**src/rtl/i2c_target_pkg.sv**
```systemverilog
// Shared types and constants for the I2C target register interface.
// Contents: transfer FSM state enum, ACK/NACK bus levels, bit-counter width.
package i2c_target_pkg;

    typedef enum logic [3:0] {
        StIdle,
        StAddr,
        StAddrAck,
        StPtr,
        StPtrAck,
        StWdata,
        StWdataAck,
        StRdata,
        StRdataAck,
        StIgnore
    } i2c_state_e;

    localparam logic ACK  = 1'b0;
    localparam logic NACK = 1'b1;

    localparam int unsigned BitCntW = 4;

endpackage

```
**src/rtl/i2c_pad_filter.sv**
```systemverilog
// Conditions one raw I2C pad line: 2-FF synchronizer, stability filter and edge detector.
// Ports:
//   clk_i   - system clock
//   rst_i   - synchronous active-high reset (line idles high)
//   pad_i   - raw, asynchronous pad level
//   level_o - filtered level
//   rise_o  - one-cycle pulse when the filtered level goes 0 -> 1
//   fall_o  - one-cycle pulse when the filtered level goes 1 -> 0
module i2c_pad_filter #(
    parameter int unsigned FiltLen = 4
) (
    input  logic clk_i,
    input  logic rst_i,
    input  logic pad_i,
    output logic level_o,
    output logic rise_o,
    output logic fall_o
);

    localparam int unsigned CntW = (FiltLen > 1) ? $clog2(FiltLen) : 1;

    logic [1:0]      sync_q;
    logic [CntW-1:0] cnt_q;
    logic            level_q;
    logic            rise_q;
    logic            fall_q;
    logic            accept;

    // cnt_q counts consecutive synchronized samples that differ from the filtered level;
    // the FiltLen-th such sample is accepted as the new level.
    assign accept = (sync_q[1] != level_q) && (cnt_q == CntW'(FiltLen - 1));

    always_ff @(posedge clk_i) begin
        if (rst_i) begin
            sync_q  <= 2'b11;
            cnt_q   <= '0;
            level_q <= 1'b1;
            rise_q  <= 1'b0;
            fall_q  <= 1'b0;
        end else begin
            sync_q <= {sync_q[0], pad_i};
            rise_q <= accept & sync_q[1];
            fall_q <= accept & ~sync_q[1];
            if ((sync_q[1] == level_q) || accept) begin
                cnt_q <= '0;
            end else begin
                cnt_q <= cnt_q + CntW'(1);
            end
            if (accept) begin
                level_q <= sync_q[1];
            end
        end
    end

    assign level_o = level_q;
    assign rise_o  = rise_q;
    assign fall_o  = fall_q;

endmodule

```
**src/rtl/i2c_target_regif.sv**
```systemverilog
// I2C target responder exposing an 8-bit-addressed byte register space.
// Decodes START/STOP, device address, register pointer and data bytes from the pads and
// drives ACK / read data back through an open-drain SDA output.
// Ports:
//   clk_clk, rst_reset          - clock, synchronous active-high reset
//   scl_pad_i, sda_pad_i        - raw pad levels
//   sda_pad_o, sda_padoen_o     - SDA output (always 0) and active-low output enable
//   wr_valid, wr_addr, wr_data  - one-cycle register write strobe with address/data
//   rd_req, rd_addr, rd_data    - one-cycle read fetch strobe; rd_data valid the next cycle
//   busy                        - high from an addressed START until STOP
module i2c_target_regif
    import i2c_target_pkg::*;
#(
    parameter logic [6:0]  DEV_ADDR = 7'h3C,
    parameter int unsigned FILT_LEN = 4,
    parameter int unsigned HOLD_CYC = 8    // must be >= 1
) (
    input  logic       clk_clk,
    input  logic       rst_reset,
    input  logic       scl_pad_i,
    input  logic       sda_pad_i,
    output logic       sda_pad_o,
    output logic       sda_padoen_o,
    output logic       wr_valid,
    output logic [7:0] wr_addr,
    output logic [7:0] wr_data,
    output logic [7:0] rd_addr,
    output logic       rd_req,
    input  logic [7:0] rd_data,
    output logic       busy
);

    localparam int unsigned HoldW = $clog2(HOLD_CYC + 1);

    logic scl_lvl, scl_rise, scl_fall;
    logic sda_lvl, sda_rise, sda_fall;
    logic start_det, stop_det;

    i2c_pad_filter #(.FiltLen(FILT_LEN)) u_scl_filter (
        .clk_i   (clk_clk),
        .rst_i   (rst_reset),
        .pad_i   (scl_pad_i),
        .level_o (scl_lvl),
        .rise_o  (scl_rise),
        .fall_o  (scl_fall)
    );

    i2c_pad_filter #(.FiltLen(FILT_LEN)) u_sda_filter (
        .clk_i   (clk_clk),
        .rst_i   (rst_reset),
        .pad_i   (sda_pad_i),
        .level_o (sda_lvl),
        .rise_o  (sda_rise),
        .fall_o  (sda_fall)
    );

    assign start_det = sda_fall & scl_lvl;
    assign stop_det  = sda_rise & scl_lvl;

    i2c_state_e         state_q;
    logic [BitCntW-1:0] bit_cnt_q;
    logic [7:0]         shift_q;
    logic [7:0]         ptr_q;
    logic               rw_q;
    logic               busy_q;
    logic               oe_n_q;    // registered SDA enable, 1 = released
    logic               pend_q;    // value oe_n_q takes when the hold timer expires
    logic [HoldW-1:0]   hold_q;
    logic               wr_valid_q;
    logic [7:0]         wr_addr_q;
    logic [7:0]         wr_data_q;
    logic               rd_req_q;
    logic [7:0]         rd_addr_q;
    logic               fetch_q;   // rd_data is valid this cycle
    logic [7:0]         rx_byte;

    assign rx_byte = {shift_q[6:0], sda_lvl};

    always_ff @(posedge clk_clk) begin
        if (rst_reset) begin
            state_q    <= StIdle;
            bit_cnt_q  <= '0;
            shift_q    <= '0;
            ptr_q      <= '0;
            rw_q       <= 1'b0;
            busy_q     <= 1'b0;
            oe_n_q     <= 1'b1;
            pend_q     <= 1'b1;
            hold_q     <= '0;
            wr_valid_q <= 1'b0;
            wr_addr_q  <= '0;
            wr_data_q  <= '0;
            rd_req_q   <= 1'b0;
            rd_addr_q  <= '0;
            fetch_q    <= 1'b0;
        end else begin
            wr_valid_q <= 1'b0;
            rd_req_q   <= 1'b0;
            fetch_q    <= rd_req_q;
            if (fetch_q) begin
                shift_q <= rd_data;
            end
            if (hold_q != '0) begin
                hold_q <= hold_q - HoldW'(1);
                if (hold_q == HoldW'(1)) begin
                    oe_n_q <= pend_q;
                end
            end

            if (start_det) begin
                // Repeated START wins over anything in flight, including an ACK being driven.
                state_q   <= StAddr;
                bit_cnt_q <= '0;
                oe_n_q    <= 1'b1;
                hold_q    <= '0;
            end else if (stop_det) begin
                state_q <= StIdle;
                busy_q  <= 1'b0;
                oe_n_q  <= 1'b1;
                hold_q  <= '0;
            end else begin
                case (state_q)
                    StAddr, StPtr, StWdata: begin
                        if (scl_fall) begin
                            pend_q <= NACK;
                            hold_q <= HoldW'(HOLD_CYC);
                        end
                        if (scl_rise) begin
                            shift_q   <= rx_byte;
                            bit_cnt_q <= bit_cnt_q + BitCntW'(1);
                            if (bit_cnt_q == BitCntW'(7)) begin
                                bit_cnt_q <= '0;
                                case (state_q)
                                    StAddr: begin
                                        if (rx_byte[7:1] == DEV_ADDR) begin
                                            busy_q  <= 1'b1;
                                            rw_q    <= rx_byte[0];
                                            state_q <= StAddrAck;
                                        end else begin
                                            state_q <= StIgnore;
                                        end
                                    end
                                    StPtr: begin
                                        ptr_q   <= rx_byte;
                                        state_q <= StPtrAck;
                                    end
                                    default: begin
                                        wr_valid_q <= 1'b1;
                                        wr_addr_q  <= ptr_q;
                                        wr_data_q  <= rx_byte;
                                        ptr_q      <= ptr_q + 8'd1;
                                        state_q    <= StWdataAck;
                                    end
                                endcase
                            end
                        end
                    end
                    // Entered at the 8th rise: ACK goes out after the 8th fall, and the next
                    // state starts at the 9th rise so a read fetch completes before the 9th fall.
                    StAddrAck, StPtrAck, StWdataAck: begin
                        if (scl_fall) begin
                            pend_q <= ACK;
                            hold_q <= HoldW'(HOLD_CYC);
                        end
                        if (scl_rise) begin
                            bit_cnt_q <= '0;
                            if ((state_q == StAddrAck) && rw_q) begin
                                state_q   <= StRdata;
                                rd_req_q  <= 1'b1;
                                rd_addr_q <= ptr_q;
                            end else if (state_q == StAddrAck) begin
                                state_q <= StPtr;
                            end else begin
                                state_q <= StWdata;
                            end
                        end
                    end
                    StRdata: begin
                        if (scl_fall) begin
                            hold_q <= HoldW'(HOLD_CYC);
                            if (bit_cnt_q == BitCntW'(8)) begin
                                pend_q  <= NACK;
                                state_q <= StRdataAck;
                            end else begin
                                pend_q    <= shift_q[7];
                                shift_q   <= {shift_q[6:0], 1'b0};
                                bit_cnt_q <= bit_cnt_q + BitCntW'(1);
                            end
                        end
                    end
                    StRdataAck: begin
                        if (scl_rise) begin
                            if (sda_lvl == ACK) begin
                                ptr_q     <= ptr_q + 8'd1;
                                rd_req_q  <= 1'b1;
                                rd_addr_q <= ptr_q + 8'd1;
                                bit_cnt_q <= '0;
                                state_q   <= StRdata;
                            end else begin
                                state_q <= StIgnore;
                            end
                        end
                    end
                    default: ;
                endcase
            end
        end
    end

    assign sda_pad_o    = 1'b0;
    assign sda_padoen_o = oe_n_q;
    assign wr_valid     = wr_valid_q;
    assign wr_addr      = wr_addr_q;
    assign wr_data      = wr_data_q;
    assign rd_req       = rd_req_q;
    assign rd_addr      = rd_addr_q;
    assign busy         = busy_q;

endmodule

```
**config.mk**
```make
export PLATFORM = sky130hd
export DESIGN_NAME = i2c_target_regif
export DESIGN_NICKNAME = d
export VERILOG_FILES = /design/src/rtl/i2c_target_pkg.sv /design/src/rtl/i2c_pad_filter.sv /design/src/rtl/i2c_target_regif.sv
export SDC_FILE = /design/constraint.sdc
export NUM_CORES = 1
export LEC_CHECK = 0
export ABC_AREA = 1
export CAP_MARGIN = 10
export CELL_PAD_IN_SITES_DETAIL_PLACEMENT = 0
export CELL_PAD_IN_SITES_GLOBAL_PLACEMENT = 1
export CORE_UTILIZATION = 46
export CTS_BUF_LIST = sky130_fd_sc_hd__clkbuf_16
export CTS_CLUSTER_DIAMETER = 50
export CTS_CLUSTER_SIZE = 28
export DETAILED_ROUTE_END_ITERATION = 7
export DONT_BUFFER_PORTS = 1
export HOLD_SLACK_MARGIN = 0.15
export MAX_ROUTING_LAYER = met4
export PLACE_DENSITY_LB_ADDON = 0.05
export RECOVER_POWER = 100
export SETUP_SLACK_MARGIN = 0.1
export SLEW_MARGIN = 20
export SYNTH_ARGS = -nofsm -noshare
export SYNTH_HDL_FRONTEND = slang
export SYNTH_SLANG_ARGS = --single-unit
```
**constraint.sdc**
```tcl
create_clock -name clk_clk -period 5.34 [get_ports clk_clk]
set_clock_uncertainty 0.2 [all_clocks]
set_input_delay 0.267 -clock clk_clk [delete_from_list [all_inputs] [get_ports clk_clk]]
set_output_delay 0.267 -clock clk_clk [all_outputs]
set_load 0.05 [all_outputs]
```
==> qor.yml, run 1 <==
syn_to_final_growth_pct: 11.0
grt_max_degree: 37
cts_tree: "done"
cts_buffers: 9
drt_iter0_markers: 280
worstPathMaxFanout: 30
detailedPlace.worstSlack_ns: 3.30
via_per_inst: 5.18
async_flop_share_pct: 0
core_mm2: 0.00769
clock_latency_ns: 0.33
clkSinkCount: 73
p_per_area_mw_per_mm2: 503
critical_path_required_ns: 5.36
ant_nets: 0
rsz0062_at_grt: "false"
dr.pass1.iters: 6
clockBufferDepth: 2
cp-start-kind: "flop"
gp_congestion: 0.930
final_nets: 566
grt_pass1_vias: 3127
antenna_found_initial: 0
clk_pin_slew_ns: 0.06
yosys.cell_types.count: 35
antenna_cells: 0
min_from: "u_sda_filter.sync_q[0]$_SDFF_PP1_"
post_cts_buffers: 0
placed_area_mm2: 0.00370
die-area_mm2: 0.00826
finalPower_mw: 2.03
syn_nets: 556
final.setup.tns_ns: 0
routed_wl_um: 9000
grt_overflow: 0
num_vias: 3381
wl_per_cell_um: 13.8
rows: 32
final_cell_mix: "nand2_1, nor2_1, dfxtp_1, inv_1, o21ai_0"
track_usage_pct: 23.8
fin_crit_ns: 2.77
drv_slew: 0
syn-cell-area_mm2: 0.00363
stdcell_area_mm2: 0.00404
utilization_pct: 52.5
start_util_pct: 47.3
synth_cells: 537
synthFlopType: "dfxtp_1"
crit_path_end_kind: "flop"
crit_type: "flop to flop"
cts_root_buf: "clkbuf_16"
fillerInstances: 779
die_h_um: 90.9
vdd_ir_drop_max_uv: 218
layout_commonest_cell: "nand2_1"
drive_gt1_share_pct: 4.90
fmax_ghz: 0.361
hold_slack_ns: 0.208
synth_edf_count: 0
yosysTopAreaCellShare_pct: 40.2
drc: 0
io_buffers: 0
ys_ff_latch: 73
die_w_um: 90.9
layout.cells.non_filler: 653
slew_headroom_pct: 31.9
setup_viol: 0
outcome: "completed"
tightest_slew_ns: 1.02
finalCritPeriodShare_pct: 51.9
cp.arrival_ns: 2.79
yosysTopAreaCell: "dfxtp_1"
dp.cells: 627
reg2reg_from: "bit_cnt_q[0]$_SDFFE_PP0P_"
yosys_warnings: 0
synth_area_leaders: "dfxtp_1, nand2_1, nor2_1"
seq_area_frac_synth_pct: 40.2
setup_ws_ns: 2.57
grt_pass1_wl_um: 15200
critPathLaunch: "bit_cnt_q[0]$_SDFFE_PP0P_"
htree_num_levels: 3
cts_resized: 0
maxCapViolCount: 0
num_io_pins: 41
hold_violations: 0
leakage_nw: 1.78
synth_area_per_cell_um2: 6.77
hold_path.class: "flop to flop"
place_hpwl_um: 6460
==> critical path, stage by stage (launching register included) <==
cell and delay, ns:
dfxtp_1 0.37, ha_1 0.18, nand2_1 0.07, nor2_1 0.26
nand2_1 0.17, nor3_1 0.22, clkbuf_1 0.77, inv_1 0.21
nor2_1 0.15, nor2_1 0.06
==> power by group <==
part / total (mW) / internal, mW / switching, mW / leakage [nW]
Clock: 0.598 / 0.361 / 0.237 / 0.138
Sequential: 0.760 / 0.623 / 0.138 / 0.592
Combinational: 0.671 / 0.218 / 0.454 / 1.04
==> metal layers <==
metal / part of all wire (%) / GRT usage [%]
met1: 49 / 32.2
met2: 44 / 36.2
met3: 6.2 / 5.13
met4: 1.0 / 5.95
met5: 0 / -
==> repair_timing <==
action	CTS	global route
hold buffers	11	0
hold endpoints to repair	36	0
setup endpoints to repair	0	0
==> final timing paths <==
check / endpoint / slack (ns) / depth (start not counted)
max: wr_addr[2]$_SDFFE_PP0P_ / 2.57 / 9
max reg2reg: wr_addr[2]$_SDFFE_PP0P_ / 2.57 / 9
min reg2reg: u_sda_filter.sync_q[1]$_SDFF_PP1_ / 0.21 / 1
min: u_sda_filter.sync_q[1]$_SDFF_PP1_ / 0.21 / 1
==> cells by family after synthesis <==
family	after synthesis	share of synthesized area (%)
muxes	1	0.310
and+or+nand+nor	284	34.2
adders and majority gates	7	2.41
AOI/OAI and AO/OA	91	12.8
buffers and inverters	73	8.23
DFF	73	40.2
xor gates and xnor gates	7	1.69
other	1	0.103
==> flip-flops by register name, indices dropped and copies added, names as in the netlist, 2 cells and up <==
signal	flops
ptr_q	8
u_sda_filter.cnt_q	2
state_q	4
u_scl_filter.cnt_q	2
rd_addr	8
wr_data	8
u_scl_filter.sync_q	2
shift_q	8
wr_addr	8
hold_q	4
bit_cnt_q	4
u_sda_filter.sync_q	2
==> cell usage after synthesis (5+ instances only) <==
cell type,n
clkbuf_1,5
nor2_1,85
nand2_1,123
o21ai_0,51
nand3_1,42
nor2_2,6
xor2_1,5
dfxtp_1,73
a21oi_1,36
ha_1,7
inv_1,55
==> cell type report <==
cell class | count | area [um2] | share of cell area [%]
Clock buffer | 9 | 225 | 5.58
Clock inverter | 6 | 67.6 | 1.67
Inverter | 60 | 225 | 5.58
Multi-Input combinational cell | 391 | 1820 | 45.0
Sequential cell | 73 | 1460 | 36.2
Tap cell | 102 | 128 | 3.16
Timing Repair Buffer | 12 | 114 | 2.82
(Power assumes the default switching activity.)
==> run 2: changes to the inputs <==
- CORE_UTILIZATION: 46 -> 41
- clock period: 5.34 -> 2.46 ns (I/O delays scaled with it)
==> run 2 against run 1 <==
  * Via count down 0.71%
  * First-iteration DRC count down 39%
  * Critical endpoint is now rd_addr[2]$_SDFFE_PP0P_
  * Critical path type unchanged
  * Core utilization decreased by 3.2 points
  * Non-clock buffer count rose by 5
  * Largest power group unchanged
  * Combinational power is 130% higher
  * Global-route usage is 1.4 points lower
==> qor.yml, run 2 (synthesized netlist as in run 1, its figures left out) <==
outcome: "completed"  # unchanged
vdd_ir_drop_max_uv: 581  # was 218 uV
clk_pin_slew_ns: 0.06  # about the same
cts_resized: 0  # unchanged
drt_iter0_markers: 170  # was 280
seqPwrFrac_pct: 36.3  # was 37.5%
p_clk_share_pct: 29.6  # was 29.5%
path_cells: "nor2_1, nand2_2, inv_1, nand2_1, nand2_1, nor2_4, nand2_4, o21ai_0, nor2_1"  # was ha_1, nand2_1, nor2_1, nand2_1, nor3_1, clkbuf_1, inv_1, nor2_1, nor2_1
core_mm2: 0.00838  # was 0.00769 mm2
num_io_pins: 41  # unchanged
endpoint: "rd_addr[2]$_SDFFE_PP0P_"  # was wr_addr[2]$_SDFFE_PP0P_
antenna_cells: 0  # unchanged
routed_wl_um: 9100  # was 9000 um
switchingPower_mw: 1.86  # was 828 uW
timing.critical_path.buf_inv: 1  # was 2
rsz0062_at_grt: "false"  # unchanged
htree_num_levels: 3  # unchanged
die_w_um: 96.2  # was 90.9 um
place_hpwl_um: 6740  # was 6460 um
p_per_area_mw_per_mm2: 1090  # was 503 mW/mm2
via_per_inst: 5.07  # was 5.18
cts-hold-fix-buffers: 11  # unchanged
placed_area_mm2: 0.00374  # was 0.00370 mm2
path_delay_family: "simple AND/OR/NAND/NOR gates"  # was buffers and inverters
drv_slew: 0  # unchanged
fmax_ghz: 0.455  # was 0.361 GHz
route.met3.wl_um: 503  # was 562 um
start_util_pct: 43.4  # was 47.3%
die_h_um: 96.2  # was 90.9 um
crit_path_end_kind: "flop"  # unchanged
maxCapViolCount: 0  # unchanged
cts_root_buf: "clkbuf_16"  # unchanged
die-area_mm2: 0.00925  # was 0.00826 mm2
wl_per_cell_um: 13.7  # was 13.8 um
cp_num_cells: 9  # unchanged
post_cts_buffers: 0  # unchanged
critical_path_required_ns: 2.48  # was 5.36 ns
fin_crit_ns: 2.20  # was 2.77 ns
io_buffers: 0  # unchanged
r2r_slack_ns: 0.26  # was 2.57 ns
combPwrFrac_pct: 34.1  # was 33.1%
num_vias: 3357  # was 3381
hold_path.class: "flop to flop"  # unchanged
stdcell_area_mm2: 0.00413  # was 0.00404 mm2
gp_congestion: 0.878  # was 0.930
reg2reg_from: "state_q[0]$_SDFFE_PP0P_"  # was bit_cnt_q[0]$_SDFFE_PP0P_
hold_violations: 0  # unchanged
met1Wirelength_um: 4600  # was 4420 um
ant_nets: 0  # unchanged
setup_viol: 0  # unchanged
grt_overflow: 0  # unchanged
tightest_slew_ns: 0.844  # was 1.02 ns
p_sw_share_pct: 41.1  # was 40.8%
leakage_nw: 1.82  # was 1.78 nW
dr_wl_met2_um: 3930  # was 3920 um
rows: 33  # was 32
finalCritPeriodShare_pct: 89.3  # was 51.9%
drc: 0  # unchanged
clockBufferDepth: 2  # unchanged
final_nets: 571  # was 566
syn_to_final_growth_pct: 13.6  # was 11.0%
critical_path.max_stage_delay_ns: 0.46  # was 0.77 ns
grt_pass1_wl_um: 15100  # was 15200 um
drive_gt1_share_pct: 7.72  # was 4.90%
slew_headroom_pct: 43.6  # was 31.9%
crit_type: "flop to flop"  # unchanged
layout.cells.non_filler: 662  # was 653
cts_tree: "done"  # unchanged
grt_pass1_vias: 3054  # was 3127
dr.pass1.iters: 5  # was 6
final_cell_mix: "nand2_1, nor2_1, dfxtp_1, inv_1, o21ai_0"  # unchanged
top_layer: "met4"  # unchanged
timing.rr.end: "rd_addr[2]$_SDFFE_PP0P_"  # was wr_addr[2]$_SDFFE_PP0P_
final.setup.tns_ns: 0  # unchanged
finalPower_mw: 4.52  # was 2.03 mW
intPower_mw: 2.66  # was 1.20 mW
cp-start-kind: "flop"  # unchanged
worstPathMaxFanout: 17  # was 30
critPathLaunch: "state_q[0]$_SDFFE_PP0P_"  # was bit_cnt_q[0]$_SDFFE_PP0P_
track_usage_pct: 22.4  # was 23.8%
cp.arrival_ns: 2.22  # was 2.79 ns
grt_max_degree: 37  # unchanged
clkSinkCount: 73  # unchanged
cts_buffers: 9  # unchanged
cpMaxStageDelayCell: "dfxtp_1"  # was clkbuf_1
dp.cells: 635  # was 627
layout_commonest_cell: "nand2_1"  # unchanged
clock_latency_ns: 0.33  # about the same
rr_worst_depth: 9  # unchanged
antenna_found_initial: 0  # unchanged
run 2: cell count changes in the layout (fill, tap and decap cells not counted), moves of 2 or more:
cell      delta
nand2_1      -3
nor2_2       +3
nor2_4       +2
nand2_2      +2
buf_4        +6
clkinv_4     +2
nor2_1       -5
run 2: power groups by stage:
stage / Clock, mW / Sequential, mW / Combinational, mW
3_5_place_dp: 0 / 1.67 / 1.52
3_3_place_gp: 0 / 1.67 / 1.54
2_1_floorplan: 0 / 1.62 / 1.24
6_report: 1.34 / 1.64 / 1.54
4_1_cts: 1.36 / 1.64 / 1.55
5_1_grt: 1.41 / 1.67 / 1.77
run 2: per-stage QoR:
step           util (%)  worst slack, ns  hold slack (ns)
2_1_floorplan         -            0.779           0.0268
3_3_place_gp       44.6            0.363         -0.00408
3_5_place_dp       44.6            0.391         -0.00239
4_1_cts            49.5            0.383            0.210
5_1_grt            49.3            0.102            0.222
6_report           49.3            0.264            0.208
run 2: worst min-delay path by stage:
stage                                       from  cells after the start                                end
4_1_cts        u_scl_filter.sync_q[0]$_SDFF_PP1_                      1  u_scl_filter.sync_q[1]$_SDFF_PP1_
6_report       u_scl_filter.sync_q[0]$_SDFF_PP1_                      1  u_scl_filter.sync_q[1]$_SDFF_PP1_
2_1_floorplan                          scl_pad_i                      1  u_scl_filter.sync_q[0]$_SDFF_PP1_
3_3_place_gp                           rst_reset                      1              shift_q[2]$_SDFF_PP0_
5_1_grt        u_scl_filter.sync_q[0]$_SDFF_PP1_                      1  u_scl_filter.sync_q[1]$_SDFF_PP1_
3_5_place_dp                           rst_reset                      1              shift_q[7]$_SDFF_PP0_
run 2: final cells by class:
cell class                 count  area (um2)
inverter                      60         225
fill                         891        4250
tap                          105         131
timing repair buffer          17         155
sequential                    73        1460
multi-input combinational    391        1860
clock buffer                   9         225
clock inverter                 7        76.3
run 2: routing by layer:
layer / up-vias / global-route usage [%]
met5: - / -
li1: 1755 / -
met4: 0 / 6.09
met1: 1501 / 29.6
met3: 6 / 6.48
met2: 95 / 33.3
